`src/rtl/trig_cond_pkg.sv`:
```
// Shared types and defaults for the trigger input conditioner.
package trig_cond_pkg;

  localparam int CNT_W_DEF   = 24;
  localparam int TIMER_W_DEF = 32;

  typedef enum logic [1:0] {
    IDLE    = 2'd0,
    QUALIFY = 2'd1,
    ACTIVE  = 2'd2,
    HOLDOFF = 2'd3
  } trig_state_e;

  function automatic logic rise_edge(input logic cur, input logic prev);
    return cur & ~prev;
  endfunction

endpackage

```
`src/rtl/sync_2ff.sv`:
```
// Two-flop synchroniser for an asynchronous single-bit input.
module sync_2ff #(
  parameter logic RST_VAL = 1'b0
) (
  input  logic io_clk,
  input  logic io_rst_n,
  input  logic io_d,
  output logic io_q
);

  logic meta_r;
  logic sync_r;

  // two-stage capture of the raw pin
  always_ff @(posedge io_clk or negedge io_rst_n) begin
    if (!io_rst_n) begin
      meta_r <= RST_VAL;
      sync_r <= RST_VAL;
    end else begin
      meta_r <= io_d;
      sync_r <= meta_r;
    end
  end

  assign io_q = sync_r;

endmodule

```
`src/rtl/trig_input_conditioner.sv`:
```
// Conditions one raw trigger pin: sync, invert, glitch filter, hold-off,
// one-cycle trigger pulse and wrapping accept/reject statistics.
module trig_input_conditioner
  import trig_cond_pkg::*;
#(
  parameter int CNT_W   = CNT_W_DEF,
  parameter int TIMER_W = TIMER_W_DEF
) (
  input  logic               io_clk,
  input  logic               io_rst_n,
  input  logic               io_in,
  input  logic               io_en,
  input  logic               io_invert,
  input  logic [CNT_W-1:0]   io_filt_len,
  input  logic [CNT_W-1:0]   io_holdoff_len,
  input  logic               io_cnt_clr,
  output logic               io_trig_pulse,
  output logic               io_level,
  output logic               io_busy,
  output logic [TIMER_W-1:0] io_accept_cnt,
  output logic [TIMER_W-1:0] io_reject_cnt
);

  localparam logic [CNT_W-1:0]   CNT_ZERO = {CNT_W{1'b0}};
  localparam logic [CNT_W-1:0]   CNT_ONE  = {{(CNT_W-1){1'b0}}, 1'b1};
  localparam logic [TIMER_W-1:0] TMR_ZERO = {TIMER_W{1'b0}};
  localparam logic [TIMER_W-1:0] TMR_ONE  = {{(TIMER_W-1){1'b0}}, 1'b1};

  logic               sync_s;
  logic               s_s;
  logic               s_prev_r;
  logic [1:0]         warm_r;
  logic               rise_s;
  logic [CNT_W-1:0]   flen_s;
  logic               qual_done_s;
  trig_state_e        state_r;
  trig_state_e        next_state_s;
  logic [CNT_W-1:0]   cnt_r;
  logic [CNT_W-1:0]   cnt_next_s;
  logic               rej_inc_s;
  logic               pulse_next_s;
  logic               trig_pulse_r;
  logic [TIMER_W-1:0] accept_cnt_r;
  logic [TIMER_W-1:0] reject_cnt_r;

  sync_2ff #(.RST_VAL(1'b0)) u_sync (
    .io_clk   (io_clk),
    .io_rst_n (io_rst_n),
    .io_d     (io_in),
    .io_q     (sync_s)
  );

  assign s_s    = sync_s ^ io_invert;
  // warm_r keeps the reset-time zeros in the synchroniser from looking like an edge
  assign rise_s = (warm_r == 2'd3) && rise_edge(s_s, s_prev_r);
  assign flen_s = (io_filt_len == CNT_ZERO) ? CNT_ONE : io_filt_len;
  assign qual_done_s = ({1'b0, cnt_r} + {1'b0, CNT_ONE}) >= {1'b0, flen_s};

  // input history for edge detection
  always_ff @(posedge io_clk or negedge io_rst_n) begin
    if (!io_rst_n) begin
      s_prev_r <= 1'b0;
      warm_r   <= 2'd0;
    end else begin
      s_prev_r <= s_s;
      if (warm_r != 2'd3) begin
        warm_r <= warm_r + 2'd1;
      end
    end
  end

  // state register
  always_ff @(posedge io_clk or negedge io_rst_n) begin
    if (!io_rst_n) begin
      state_r <= IDLE;
      cnt_r   <= CNT_ZERO;
    end else begin
      state_r <= next_state_s;
      cnt_r   <= cnt_next_s;
    end
  end

  // next-state and counter update
  always_comb begin
    next_state_s = state_r;
    cnt_next_s   = cnt_r;
    rej_inc_s    = 1'b0;
    if (!io_en) begin
      next_state_s = IDLE;
    end else begin
      case (state_r)
        IDLE: begin
          if (rise_s) begin
            if (flen_s == CNT_ONE) begin
              next_state_s = ACTIVE;
            end else begin
              cnt_next_s   = CNT_ONE;
              next_state_s = QUALIFY;
            end
          end else begin
            next_state_s = IDLE;
          end
        end
        QUALIFY: begin
          if (!s_s) begin
            rej_inc_s    = 1'b1;
            next_state_s = IDLE;
          end else if (qual_done_s) begin
            next_state_s = ACTIVE;
          end else begin
            cnt_next_s = cnt_r + CNT_ONE;
          end
        end
        ACTIVE: begin
          if (s_s) begin
            next_state_s = ACTIVE;
          end else if (io_holdoff_len == CNT_ZERO) begin
            next_state_s = IDLE;
          end else begin
            cnt_next_s   = CNT_ONE;
            next_state_s = HOLDOFF;
          end
        end
        HOLDOFF: begin
          rej_inc_s = rise_edge(s_s, s_prev_r);
          if (cnt_r >= io_holdoff_len) begin
            next_state_s = IDLE;
          end else begin
            cnt_next_s = cnt_r + CNT_ONE;
          end
        end
        default: begin
          next_state_s = IDLE;
        end
      endcase
    end
  end

  // pulse on entry into ACTIVE; accept counts the same event
  always_comb begin
    pulse_next_s = (next_state_s == ACTIVE) && (state_r != ACTIVE);
  end

  // registered pulse and statistics; clear beats a same-cycle increment
  always_ff @(posedge io_clk or negedge io_rst_n) begin
    if (!io_rst_n) begin
      trig_pulse_r <= 1'b0;
      accept_cnt_r <= TMR_ZERO;
      reject_cnt_r <= TMR_ZERO;
    end else begin
      trig_pulse_r <= pulse_next_s;
      if (io_cnt_clr) begin
        accept_cnt_r <= TMR_ZERO;
        reject_cnt_r <= TMR_ZERO;
      end else begin
        if (pulse_next_s) begin
          accept_cnt_r <= accept_cnt_r + TMR_ONE;
        end
        if (rej_inc_s) begin
          reject_cnt_r <= reject_cnt_r + TMR_ONE;
        end
      end
    end
  end

  assign io_trig_pulse = trig_pulse_r;
  assign io_level      = (state_r == ACTIVE);
  assign io_busy       = (state_r != IDLE);
  assign io_accept_cnt = accept_cnt_r;
  assign io_reject_cnt = reject_cnt_r;

endmodule

```
`config.mk`:
```
export PLATFORM = sky130hd
export DESIGN_NAME = trig_input_conditioner
export DESIGN_NICKNAME = d
export VERILOG_FILES = /design/src/rtl/trig_cond_pkg.sv /design/src/rtl/sync_2ff.sv /design/src/rtl/trig_input_conditioner.sv
export SDC_FILE = /design/constraint.sdc
export NUM_CORES = 1
export LEC_CHECK = 0
export BUFFER_PORTS_ARGS = -buffer_cell sky130_fd_sc_hd__buf_4
export CORE_MARGIN = 8
export CORE_UTILIZATION = 51
export DETAILED_ROUTE_END_ITERATION = 10
export HOLD_SLACK_MARGIN = 0.1
export PLACE_DENSITY = 0.8
export SETUP_SLACK_MARGIN = 0.15
export SYNTH_ARGS = -nofsm -noshare
export SYNTH_HDL_FRONTEND = slang
export SYNTH_HIERARCHICAL = 1
export SYNTH_SLANG_ARGS = --single-unit
```
`constraint.sdc`:
```
create_clock -name io_clk -period 4.31 [get_ports io_clk]
set_clock_uncertainty 0.2 [all_clocks]
set_input_delay 0.862 -clock io_clk [delete_from_list [all_inputs] [get_ports io_clk]]
set_output_delay 0.862 -clock io_clk [all_outputs]
set_load 0.005 [all_outputs]
```
==> qor.yml, run 1 <==
status:
  status: "finished, violations left"
  violations: "negative setup slack"
setup_path:
  crit_family: "simple AND/OR/NAND/NOR gates"
  cp_cell_sequence: "ha_2, and4_4, nand4_4, or4_4, nor2_4, xor2_2, ha_1, nand4_1, buf_4, nor2_2, o31ai_2, o211ai_2, nor4b_4, o311ai_4, inv_4, buf_12, or4_4, a21oi_2"
  cp-start-kind: "flip-flop"
  critPathRequiredTime_ns: 4.37
  cp.arrival_ns: 4.42
  max_stage_delay_ns: 0.57
  crit_top_cell: "or4_4"
  cp_slowest_cell: "or4_4"
  crit_path_max_fanout: 15
  cp-end-kind: "flip-flop"
  crit_type: "flip-flop to flip-flop"
  critical_path_buf_inv_count: 3
die:
  die_y_um: 128.5
  die_area_um2: 16510
  coreArea_um2: 12470
  fp.dieW_um: 128.5
  io_pins: 121
  initial_core_util_pct: 51.77
  rows: 41
yosys:
  avgSynthCellArea_um2: 8.605
  yosysSeqAreaShare_pct: 37.22
  dominantRegCellSynth: "dfrtp_1"
  ys_warn_count: 6
  yosys.cell_types.count: 57
  ys_seq_elements: 96
  syn_nets: 856
  async_reset_ff_share_pct: 100.0
  synth-edff-count: 0
  synthesis.area_um2: 6454
  synth_cells: 750
pwr:
  p_per_area_nw_per_um2: 248.3
  ir_drop_mv: 0.2006
  power.leakage_nw: 4.071
  finalPower_mw: 2.124
timing:
  post-route-min-period_ns: 4.361
  setup_ws_ns: -0.05098
  max_slew_margin_pct: 30.84
  fin_crit_sh_pct: 101.2
  drv_slew: 0
  setup_viol: 5
  tightest_slew_ns: 1.037
  timing.fmax_mhz: 229.3
  finalHoldWorstSlack_ns: 0.1495
  rsz0062_at_grt: "true"
  hold_viol: 0
clock_tree:
  clkLatencyLatePin_ns: 0.34
  cts_num_sinks: 96
  clk_pin_slew_ns: 0.07
  cts_root_buf: "clkbuf_16"
  cts_max_path_buffers: 2
  cts-hold-fix-buffers: 0
  cts_tree: "yes"
  h-tree-depth: 3
  cts_buffers: 9
cells_and_area:
  final_cell_area_um2: 8552
  n_antenna_cell: 0
  finalNetCount: 998
  final_common_cell: "buf_4"
  syn_to_final_growth_pct: 32.51
  fill_cells: 998
  drive_gt1_share_pct: 28.76
  layout_common_cells: "buf_4 (148), dfrtp_1 (95), nand2_1 (81), inv_1 (54), nor2_1 (51)"
placement:
  place_area_um2: 7676
  finalWeightedCongestion: 0.9214
  portBuffers: 120
  dp_hpwl_um: 12590
drt:
  drc: 0
  wirelength_um: 18680
  first_pass_iters: 5
  first_iter_violations: 375
  wl_per_cell_um: 17.47
  final_antenna_net_count: 0
  vias: 6359
  detail_route.vias_per_cell: 5.949
grt:
  grt_pass1_wl_um: 28250
  grt_pass1_vias: 5964
  antenna_found_initial: 0
  grt_usage_pct: 20.99
  grt_overflow: 0
  grt_max_degree: 83
hold_path:
  holdCritPathClass: "flip-flop to flip-flop"
flow_run:
  drv_cap: 0
-- routing by layer --
layer	GRT usage [%]	vias up	share of wire, %
met5	0	-	0
met4	8.224	0	2.9
met3	4.717	49	6.5
met2	33.83	247	48
met1	26.91	3067	42
li1	-	2996	-
-- area by class of cell --
| type | instances | area (um2) | share of cell area (%) |
|---|---|---|---|
| clock buffer | 12 | 256.5 | 2.999 |
| multi-input combinational | 568 | 4051 | 47.37 |
| clock inverter | 4 | 52.55 | 0.6145 |
| tap | 172 | 215.2 | 2.516 |
| sequential | 96 | 2404 | 28.11 |
| timing repair buffer | 162 | 1364 | 15.95 |
| inverter | 55 | 209.0 | 2.443 |
-- state kept, by name, indices dropped and copies added, names as in the netlist --
signal         flops
state_r            2
u_sync/io_q        1
s_prev_r           1
warm_r             2
io_reject_cnt     32
io_accept_cnt     32
u_sync/meta_r      1
io_trig_pulse      1
cnt_r             24
-- stage by stage --
stage | setup WS (ns) | cells | util (%) | setup TNS (ns)
finish | -0.05098 | 1069 | 68.60 | -0.1086
global route | -0.1551 | 1069 | 68.60 | -3.658
CTS | 0.03829 | 1055 | 65.21 | 0
detailed placement | -0.03939 | 1033 | 61.58 | -0.6776
global placement | 0.08508 | 1033 | 61.58 | 0
floorplan | 0.1651 | 750 | - | 0
-- path summary, 6_finish.rpt --
check,from,end,slack (ns),cells after the start
worst max-delay path,cnt_r[1]$_DFFE_PN0P_,io_accept_cnt[22]$_DFFE_PN0P_,-0.05,18
worst min-delay path,u_sync/meta_r$_DFF_PN0_,u_sync/io_q$_DFF_PN0_,0.15,0
worst max register to register,cnt_r[1]$_DFFE_PN0P_,io_accept_cnt[22]$_DFFE_PN0P_,-0.05,18
worst min register to register,u_sync/meta_r$_DFF_PN0_,u_sync/io_q$_DFF_PN0_,0.15,0
max in group asynchronous,io_rst_n,cnt_r[16]$_DFFE_PN0P_,2.60,2
min in group asynchronous,io_rst_n,io_accept_cnt[16]$_DFFE_PN0P_,0.50,1
-- cells by family after synthesis --
group / after synthesis / share of synthesized area, %
AOI/OAI and AO/OA: 144 / 14.85
xor gates and xnor gates: 40 / 5.428
adders and majority gates: 52 / 10.08
buffers and inverters: 86 / 5.002
DFF: 96 / 37.22
muxes: 4 / 0.6785
and+or+nand+nor: 328 / 26.74
-- cell usage after synthesis, drive strengths merged (3+ instances only) --
master	number	area share, %
dfrtp	96	37
nand2	83	4.8
inv	55	3.2
nor2	53	3.1
ha	52	10
nand3	48	3.7
a21oi	47	3.6
clkbuf	30	1.7
o31ai	30	3.5
or4	28	3.3
o21ai	26	2.0
nand4	25	2.5
xor2	24	3.3
nor4	17	1.6
and3	16	1.6
xnor2	16	2.2
a22o	12	1.6
or3	11	1.1
or2	9	0.87
and2	8	0.78
and4	8	1.1
nand2b	7	0.68
nor2b	5	0.48
o21a	4	0.47
a21o	3	0.35
mux2	3	0.52
nor3	3	0.23
nor3b	3	0.35
o2111ai	3	0.41
o211ai	3	0.43
-- power by group --
part,internal [mW],switching [mW]
combinational,0.168,0.198
clock,0.482,0.349
sequential,0.913,0.0138
total,1.56,0.560
-- worst reg2reg max path: cells and delay by family, from the launching register on --
family                   cells  cell delay, ns
AND/OR/NAND/NOR              8            2.00
XOR/XNOR                     1            0.08
adder cells (fa/ha/maj)      2            0.50
buffers and inverters        3            0.49
flip-flops                   1            0.37
AO/OA/AOI/OAI                4            0.65
-- what timing repair did --
action,CTS,global route
gates resized for setup,15,64
pin swaps,4,28
buffers inserted,5,13
setup endpoints to repair,54,56
cloned,1,1
Power figures use the tool's default switching activity.
==> run 2, diff against run 1 <==
--- a/config.mk
+++ b/config.mk
@@ -11,7 +11,7 @@
 export DETAILED_ROUTE_END_ITERATION = 10
 export HOLD_SLACK_MARGIN = 0.1
 export PLACE_DENSITY = 0.8
-export SETUP_SLACK_MARGIN = 0.15
+export SETUP_SLACK_MARGIN = 0.02
 export SYNTH_ARGS = -nofsm -noshare
 export SYNTH_HDL_FRONTEND = slang
 export SYNTH_HIERARCHICAL = 1
==> qor.yml, run 2 (same netlist as run 1, synthesis figures left out) <==
grt:
  grt_pass1_vias: 5781  # was 5964
  grt_overflow: 0  # unchanged
  antenna_found_initial: 0  # unchanged
  grt_pass1_wl_um: 27860  # was 28250 um
  grt_max_degree: 67  # was 83
  grt_usage_pct: 20.68  # was 20.99%
cells_and_area:
  seq_area_um2: 2402  # was 2404 um2
  finalNetCount: 1002  # was 998
  drive_gt1_share_pct: 23.31  # was 28.76%
  multi_input_area_um2: 3800  # was 4051 um2
  stdcell_count: 1073  # was 1069
  n_antenna_cell: 0  # unchanged
  fill_cells: 1062  # was 998
  syn_to_final_growth_pct: 28.07  # was 32.51%
  final_common_cell: "buf_4"  # unchanged
  layout_common_cells: "buf_4 (161), dfrtp_1 (96), nand2_1 (83), inv_1 (54)"  # was buf_4 (148), dfrtp_1 (95), nand2_1 (81), inv_1 (54), nor2_1 (51)
drt:
  first_pass_iters: 6  # was 5
  vias: 6153  # was 6359
  wirelength_um: 17560  # was 18680 um
  detail_route.vias_per_cell: 5.734  # was 5.949
  drc: 0  # unchanged
  first_iter_violations: 368  # was 375
  wl_per_cell_um: 16.36  # was 17.47 um
  final_antenna_net_count: 0  # unchanged
placement:
  pre_cts_ws_ns: -0.1443  # was -0.03939 ns
  placed_cells: 1048  # was 1033
  portBuffers: 120  # unchanged
  finalWeightedCongestion: 0.8652  # was 0.9214
  dp_hpwl_um: 12720  # was 12590 um
die:
  initial_core_util_pct: 51.77  # unchanged
  io_pins: 121  # unchanged
  rows: 41  # unchanged
  coreArea_um2: 12470  # unchanged
  die_y_um: 128.5  # unchanged
  die_area_um2: 16510  # unchanged
  fp.dieW_um: 128.5  # unchanged
setup_path:
  max_stage_delay_ns: 0.61  # was 0.57 ns
  critPathRequiredTime_ns: 4.36  # was 4.37 ns
  r2r_cells: 15  # was 18
  crit_family: "simple AND/OR/NAND/NOR gates"  # unchanged
  crit_type: "flip-flop to flip-flop"  # unchanged
  critical_path_buf_inv_count: 2  # was 3
  ff2ff_setup_slack_ns: -0.08  # was -0.05 ns
  cp_cell_sequence: "ha_2, and4_4, nand4_4, or4_4, xnor2_1, ha_1, nand4_1, nor4_4, o311a_1, nor4b_4, o311ai_4, inv_4, buf_12, or4_1, a21oi_1"  # was ha_2, and4_4, nand4_4, or4_4, nor2_4, xor2_2, ha_1, nand4_1, buf_4, nor2_2, o31ai_2, o211ai_2, nor4b_4, o311ai_4, inv_4, buf_12, or4_4, a21oi_2
  cp_slowest_cell: "or4_4"  # unchanged
  cp-end-kind: "flip-flop"  # unchanged
  reg2reg_to: "io_accept_cnt[21]$_DFFE_PN0P_"  # was io_accept_cnt[22]$_DFFE_PN0P_
  cp.arrival_ns: 4.45  # was 4.42 ns
  crit_path_max_fanout: 11  # was 15
  cp-start-kind: "flip-flop"  # unchanged
  r2r-start: "cnt_r[1]$_DFFE_PN0P_"  # unchanged
timing:
  max_slew_margin_pct: 41.65  # was 30.84%
  drv_slew: 0  # unchanged
  rsz0062_at_grt: "true"  # unchanged
  setup_ws_ns: -0.08084  # was -0.05098 ns
  timing.fmax_mhz: 227.7  # was 229.3 MHz
  hold_viol: 0  # unchanged
  post-route-min-period_ns: 4.391  # was 4.361 ns
  setup_viol: 23  # was 5
  fin_crit_sh_pct: 101.9  # was 101.2%
  tightest_slew_ns: 0.8720  # was 1.037 ns
clock_tree:
  cts_max_path_buffers: 2  # unchanged
  cts_buffers: 9  # unchanged
  clkLatencyLatePin_ns: 0.34  # about the same
  cts-hold-fix-buffers: 0  # unchanged
  cts_root_buf: "clkbuf_16"  # unchanged
  cts_num_sinks: 96  # unchanged
  cts_tree: "yes"  # unchanged
  h-tree-depth: 3  # unchanged
  clk_pin_slew_ns: 0.07  # about the same
pwr:
  finalPower_mw: 2.137  # was 2.124 mW
  ir_drop_mv: 0.1721  # was 0.2006 mV
  p_per_area_nw_per_um2: 258.5  # was 248.3 nW/um2
  power.leakage_nw: 4.038  # was 4.071 nW
hold_path:
  whs_path_depth: 0  # unchanged
  min_to: "u_sync/io_q$_DFF_PN0_"  # unchanged
  hp-start: "u_sync/meta_r$_DFF_PN0_"  # unchanged
  holdCritPathClass: "flip-flop to flip-flop"  # unchanged
status:
  status: "finished, violations left"  # unchanged
  violations: "negative setup slack"  # unchanged
flow_run:
  drv_cap: 0  # unchanged
[run 2: worst max-delay path by stage]
stage                               endpoint  slack (ns)  cells after the start                  from
2_1_floorplan   io_accept_cnt[1]$_DFFE_PN0P_       0.008                     19  cnt_r[2]$_DFFE_PN0P_
3_3_place_gp   io_accept_cnt[24]$_DFFE_PN0P_       0.005                     16  cnt_r[0]$_DFFE_PN0P_
3_5_place_dp   io_accept_cnt[11]$_DFFE_PN0P_       -0.14                     16  cnt_r[0]$_DFFE_PN0P_
4_1_cts        io_accept_cnt[18]$_DFFE_PN0P_        0.02                     16  cnt_r[0]$_DFFE_PN0P_
5_1_grt        io_accept_cnt[21]$_DFFE_PN0P_       -0.25                     19  cnt_r[2]$_DFFE_PN0P_
6_report       io_accept_cnt[21]$_DFFE_PN0P_       -0.08                     15  cnt_r[1]$_DFFE_PN0P_
[run 2: stage by stage]
| stage | instance area, um2 | TNS, ns | hold slack [ns] | util [%] |
|---|---|---|---|---|
| finish | 8265 | -0.5248 | 0.1474 | 66.31 |
| global route | 8265 | -9.057 | 0.1641 | 66.31 |
| CTS | 8117 | 0 | 0.1504 | 65.11 |
| detailed placement | 7770 | -2.961 | 0.1372 | 62.33 |
| global placement | 7770 | 0 | 0.1348 | 62.33 |
| floorplan | 6466 | 0 | 0.1312 | - |
[run 2: area by class of cell]
type                       instances  area share (%)
clock inverter                     6           1.090
tap                              172           2.604
clock buffer                      10           2.891
sequential                        96           29.06
inverter                          55           2.528
timing repair buffer             166           15.85
multi-input combinational        568           45.97
[run 2: power breakdown]
group / switching, mW / leakage, nW / internal, mW / total [mW]
Combinational: 0.179 / 2.56 / 0.144 / 0.323
Sequential: 0.0141 / 1.32 / 0.913 / 0.927
Clock: 0.359 / 0.159 / 0.527 / 0.886
[run 2: repair_timing]
action                                  4_1_cts  5_1_grt
endpoints found under the setup margin       29       58
gates cloned                                  0        2
gates resized for setup                       2       14
pin swaps                                     3        2
setup buffers                                 1        6
[run 2: routing by layer]
layer,routed length (um),up-vias,global-route usage (%),share of wire (%)
li1,-,3010,-,-
met1,7825,2950,27.22,45
met2,8290,171,32.96,47
met3,1100,22,4.510,6.3
met4,340,0,7.256,1.9
met5,0,-,0,0
